`src/rtl/parity_pkg.sv`:
```
// rtl/parity_pkg.sv - shared constants and state type for the parity stream block
package parity_pkg;

    localparam logic PAR_EVEN = 1'b0;
    localparam logic PAR_ODD  = 1'b1;
    localparam logic MODE_GEN = 1'b0;
    localparam logic MODE_CHK = 1'b1;

    typedef enum logic {
        ST_EMPTY = 1'b0,
        ST_FULL  = 1'b1
    } ostate_t;

endpackage

```
`src/rtl/parity_tree.sv`:
```
// rtl/parity_tree.sv - combinational XOR reduction of a payload word
module parity_tree #(
    parameter int N = 8
) (
    input  logic [N-1:0] payload,
    output logic         parity
);

    assign parity = ^payload;

endmodule

```
`src/rtl/parity_stream.sv`:
```
// rtl/parity_stream.sv - registered valid/ready parity generator/checker with error accounting
module parity_stream
    import parity_pkg::*;
#(
    parameter int N     = 8,
    parameter int CNT_W = 16
) (
    input  logic             clk,
    input  logic             rst,
    input  logic             mode_odd,
    input  logic             chk_en,
    input  logic             clr_err,
    input  logic             in_valid,
    output logic             in_ready,
    input  logic [N:0]       in_data,
    output logic             out_valid,
    input  logic             out_ready,
    output logic [N:0]       out_data,
    output logic             out_err,
    output logic [CNT_W-1:0] err_count,
    output logic             err_sticky
);

    localparam logic [CNT_W-1:0] CNT_MAX = '1;

    ostate_t state;
    logic    tree_p;
    logic    exp_p;
    logic    mismatch;
    logic    accept;
    logic    deliver;

    parity_tree #(.N(N)) u_tree (
        .payload (in_data[N:1]),
        .parity  (tree_p)
    );

    assign exp_p     = tree_p ^ (mode_odd == PAR_ODD);
    assign mismatch  = (chk_en == MODE_CHK) && (in_data[0] != exp_p);
    assign out_valid = (state == ST_FULL);
    // Ready is withheld during reset so no word slips in while the stage is being cleared.
    assign in_ready  = !rst && ((state == ST_EMPTY) || out_ready);
    assign accept    = in_valid && in_ready;
    assign deliver   = out_valid && out_ready;

    always_ff @(posedge clk or posedge rst) begin
        if (rst) begin
            state      <= ST_EMPTY;
            out_data   <= '0;
            out_err    <= 1'b0;
            err_count  <= '0;
            err_sticky <= 1'b0;
        end else begin
            case (state)
                ST_EMPTY: if (accept) state <= ST_FULL;
                ST_FULL:  if (deliver && !accept) state <= ST_EMPTY;
                default:  state <= ST_EMPTY;
            endcase

            if (accept) begin
                out_data <= (chk_en == MODE_CHK) ? in_data : {in_data[N:1], exp_p};
                out_err  <= mismatch;
            end

            // Clear wins over a coincident mismatched acceptance.
            if (clr_err) begin
                err_count  <= '0;
                err_sticky <= 1'b0;
            end else if (accept && mismatch) begin
                err_sticky <= 1'b1;
                if (err_count != CNT_MAX) err_count <= err_count + 1'b1;
            end
        end
    end

endmodule

```
`config.mk`:
```
export PLATFORM = sky130hd
export DESIGN_NAME = parity_stream
export DESIGN_NICKNAME = d
export VERILOG_FILES = /design/src/rtl/parity_pkg.sv /design/src/rtl/parity_tree.sv /design/src/rtl/parity_stream.sv
export SDC_FILE = /design/constraint.sdc
export NUM_CORES = 1
export LEC_CHECK = 0
export BUFFER_PORTS_ARGS = -buffer_cell sky130_fd_sc_hd__buf_2
export CAP_MARGIN = 10
export CORE_ASPECT_RATIO = 0.75
export CORE_MARGIN = 2
export CORE_UTILIZATION = 40
export CTS_CLUSTER_DIAMETER = 80
export DETAILED_ROUTE_END_ITERATION = 12
export GPL_TIMING_DRIVEN = 0
export SETUP_SLACK_MARGIN = 0.1
export SLEW_MARGIN = 30
export SYNTH_ARGS = -nofsm -noshare
export SYNTH_HDL_FRONTEND = slang
export SYNTH_HIERARCHICAL = 1
export SYNTH_SLANG_ARGS = --single-unit
```
`constraint.sdc`:
```
create_clock -name clk -period 2.65 [get_ports clk]
set_input_delay 0.53 -clock clk [delete_from_list [all_inputs] [get_ports clk]]
set_output_delay 0.53 -clock clk [all_outputs]
set_load 0.03 [all_outputs]
```
==> qor.csv <==
stage;metric;value;unit
worst_setup_path;endpoint class of the critical path;flip-flop;
worst_setup_path;reg-to-reg endpoint;err_count[12]$_DFFE_PP0P_;
floorplanning;Initial Util;0.422;
power;Internal;0.000690;W
route;post-DR vias/cell;4.93;
layout;share of cells above drive strength 1;0.390;
run;Max-Cap Viols;0;
worst_setup_path;Crit path buffers/inverters;1;
layout;commonest non-fill, non-tap cell in the layout;buf_2;
layout;non-filler cells, final;239;
power;Leakage;0.857;nW
hold_path;worst hold path class;primary input to async pin;
synth;dominant cell type by area after synthesis;dfrtp_1;
grt;GR Overflow Total;0;
clocking;CTS tree;done;
worst_setup_path;slowest CP cell;xor3_2;
sta;worst hold slack;0.309;ns
sta;Setup Viol. Count Final;0;
route;Total Wirelength;3330;um
synth;post-synthesis compound-gate area fraction;0.0531;
floorplanning;row count;19;
route;Pre-antenna DRT Iters;4;
sta;Tmin final;2.31;ns
grt;initial antenna violation count;0;
clocking;clk buf depth;2;
synth;largest family of logic cells by synthesized area;simple AND/OR/NAND/NOR gates;
layout;Syn-to-layout area delta;21.6;%
grt;global-route usage over all layers;0.167;
sta;pins over their slew limit;0;
clocking;Root Buffer;clkbuf_8;
clocking;Worst-path clk slew;0.09;ns
worst_setup_path;CP arrival;2.49;ns
synth;Mapped Area;1550;um2
route;Antenna Nets Post-Route;0;
grt;first-pass GRT wire length;5800;um
power;Reg power frac;0.480;
sta;unrepaired setup endpoints after global routing;no;
worst_setup_path;crit-path cells;buf_2 > xor2_1 > xnor2_1 > xnor2_1 > xor3_2 > nand4_4 > a211oi_2 > and3_1 > mux2_1;
synth;multiplexer share of the synthesized area;0.0725;
route;DRC viols;0;
layout;n_diodes;0;
placed_design;DP Wirelength;2530;um
worst_setup_path;Worst Setup Path Type;primary input to flip-flop;
worst_setup_path;setup slack, reg-to-reg;0.42;ns
power;Pwr per Cell Area;529;nW/um2
worst_setup_path;Crit Path Max Fanout;6;
placed_design;dpl cells;235;
clocking;post-cts repair resize count;0;
synth;#FFs+latches synth;28;
synth;sequential fraction of the synthesis area;0.451;
worst_setup_path;Worst path top cell family by delay;XOR/XNOR gates;
layout;Layout Utilization;0.513;
layout;fin nets;205;
sta;fmax;432;MHz
synth;post-synthesis xor/xnor area fraction;0.123;
layout;fill count;366;
floorplanning;Die Ht;58.0;um
clocking;Post CTS Setup Buffer Count;0;
clocking;clock network latency to the later pin of the worst-skew pair;0.28;ns
route;DR iter-0 viols;53;
route;via count;1178;
worst_setup_path;RR Startpoint;err_count[0]$_DFFE_PP0P_;
synth;Avg Inst Size Synth;11.1;um2
synth;synth top area cells;dfrtp_1, xnor2_1, mux2_2;
sta;TNS Setup;0;ns
clocking;clk sinks;28;
floorplanning;IO Count;45;
worst_setup_path;Reg2Reg Depth;5;
clocking;H-tree levels;1;
synth;Yosys warning count;6;
sta;Final Hold Vio Count;0;
placed_design;PortBufs;43;
placed_design;gpl congestion;0.801;
power;sw frac;0.310;
synth;Mapped Cells;140;
grt;number of global-route vias before repair;1240;
floorplanning;die area;4400;um2
grt;pin count of the biggest net entering global routing;30;
layout;commonest cells after routing, fill and taps aside;buf_2, dfrtp_1, nor2_1;
sta;Slew HR;0.502;
power;clock share of power;0.266;
synth;Synth Area in Simple Gates;0.271;
route;WL/cell;13.9;um
sta;clk_skew;0.00788;ns
worst_setup_path;CP max stage delay;0.34;ns
power;VDD IR max;0.270;mV
worst_setup_path;most used cell, CP;xnor2_1;
sta;post-route clock period utilization;0.873;
clocking;CTS Hold Bufs;0;
synth;Syn Nets;157;
worst_setup_path;CP startpoint kind;primary input;
power;NetSw;0.000309;W
synth;Adder-Cell Fraction of Synth Area;0.00805;
clocking;TritonCTS Buffers;3;
floorplanning;core area;3680;um2
status;outcome;finished, final reports clean;
synth;area share of the leading cell type in the synthesized netlist;0.451;
synth;post-synth cell types;35;
floorplanning;Die W;76.0;um
worst_setup_path;Data required, critical path;2.82;ns
sta;Slew @ Worst Pin;0.741;ns
power;combinational share of power;0.255;
-- cells in the mapped netlist, drive strengths merged --
library cell and number:
a21oi 6, and4 3, nor3b 1, buf 2
nor2 19, ha 1, a211oi 1, nand4 6
nor3 7, and3 2, nor4 1, xor2 1
nor4b 2, nand2 10, o21ai 2, nand2b 1
and2 1, nand4b 1, nor2b 3, a2111oi 2
xnor2 18, clkbuf 2, inv 3, xor3 1
nand3 6, mux2 10, dfrtp 28
-- routing by layer --
layer	share of wire	GRT usage	routed length (um)
met1	0.48	0.212	1590
met4	0.013	0.0545	42
met2	0.48	0.291	1590
met5	0	0	0
met3	0.033	0.0358	111
-- flip-flops by register name (all words and copies together) (netlist names) --
| register | count |
|---|---|
| err_count | 16 |
| out_data | 9 |
| err_sticky | 1 |
| out_err | 1 |
| out_valid | 1 |
-- worst max path at each step --
stage                                      to  depth (start not counted)       start  slack (ns)
finish              err_count[14]$_DFFE_PP0P_                          9  in_data[4]        0.34
global route        err_count[14]$_DFFE_PP0P_                          9  in_data[8]        0.13
CTS                 err_count[14]$_DFFE_PP0P_                          9  in_data[4]        0.31
detailed placement  err_count[14]$_DFFE_PP0P_                          9  in_data[4]       0.003
global placement    err_count[14]$_DFFE_PP0P_                          9  in_data[4]        0.04
floorplan           err_count[14]$_DFFE_PP0P_                          8  in_data[4]        0.30
-- through the flow --
step	power (W)	worst slack, ns	instance area [um2]
final	0.000999	0.338	1890
after global routing	0.00105	0.126	1890
after floorplan	0.000672	0.301	1550
after detailed placement	0.000747	0.00277	1830
after CTS	0.00101	0.311	1890
after global placement	0.000740	0.0442	1830
-- cells by family after synthesis --
family | after synthesis
flip-flops | 28
buffers and inverters | 7
XOR/XNOR | 20
AND/OR/NAND/NOR | 63
adder cells (fa/ha/maj) | 1
multiplexers | 10
AO/OA/AOI/OAI | 11
-- layout make-up --
cell class,instances,area (um2),share of cell area
Buffer,4,22.5,0.0119
Sequential cell,28,701,0.371
Tap cell,52,65.1,0.0344
Clock buffer,4,55.1,0.0291
Inverter,3,11.3,0.00596
Multi-Input combinational cell,105,820,0.434
Timing Repair Buffer,43,215,0.114
-- power by group through the flow --
| stage | combinational [W] | clock (W) | sequential [W] |
|---|---|---|---|
| 2_1_floorplan | 0.000114 | 0 | 0.000559 |
| 3_3_place_gp | 0.000254 | 0 | 0.000486 |
| 3_5_place_dp | 0.000259 | 0 | 0.000489 |
| 4_1_cts | 0.000259 | 0.000275 | 0.000480 |
| 5_1_grt | 0.000275 | 0.000289 | 0.000486 |
| 6_report | 0.000255 | 0.000266 | 0.000479 |
Note: power is estimated with default switching activity, not from simulation.
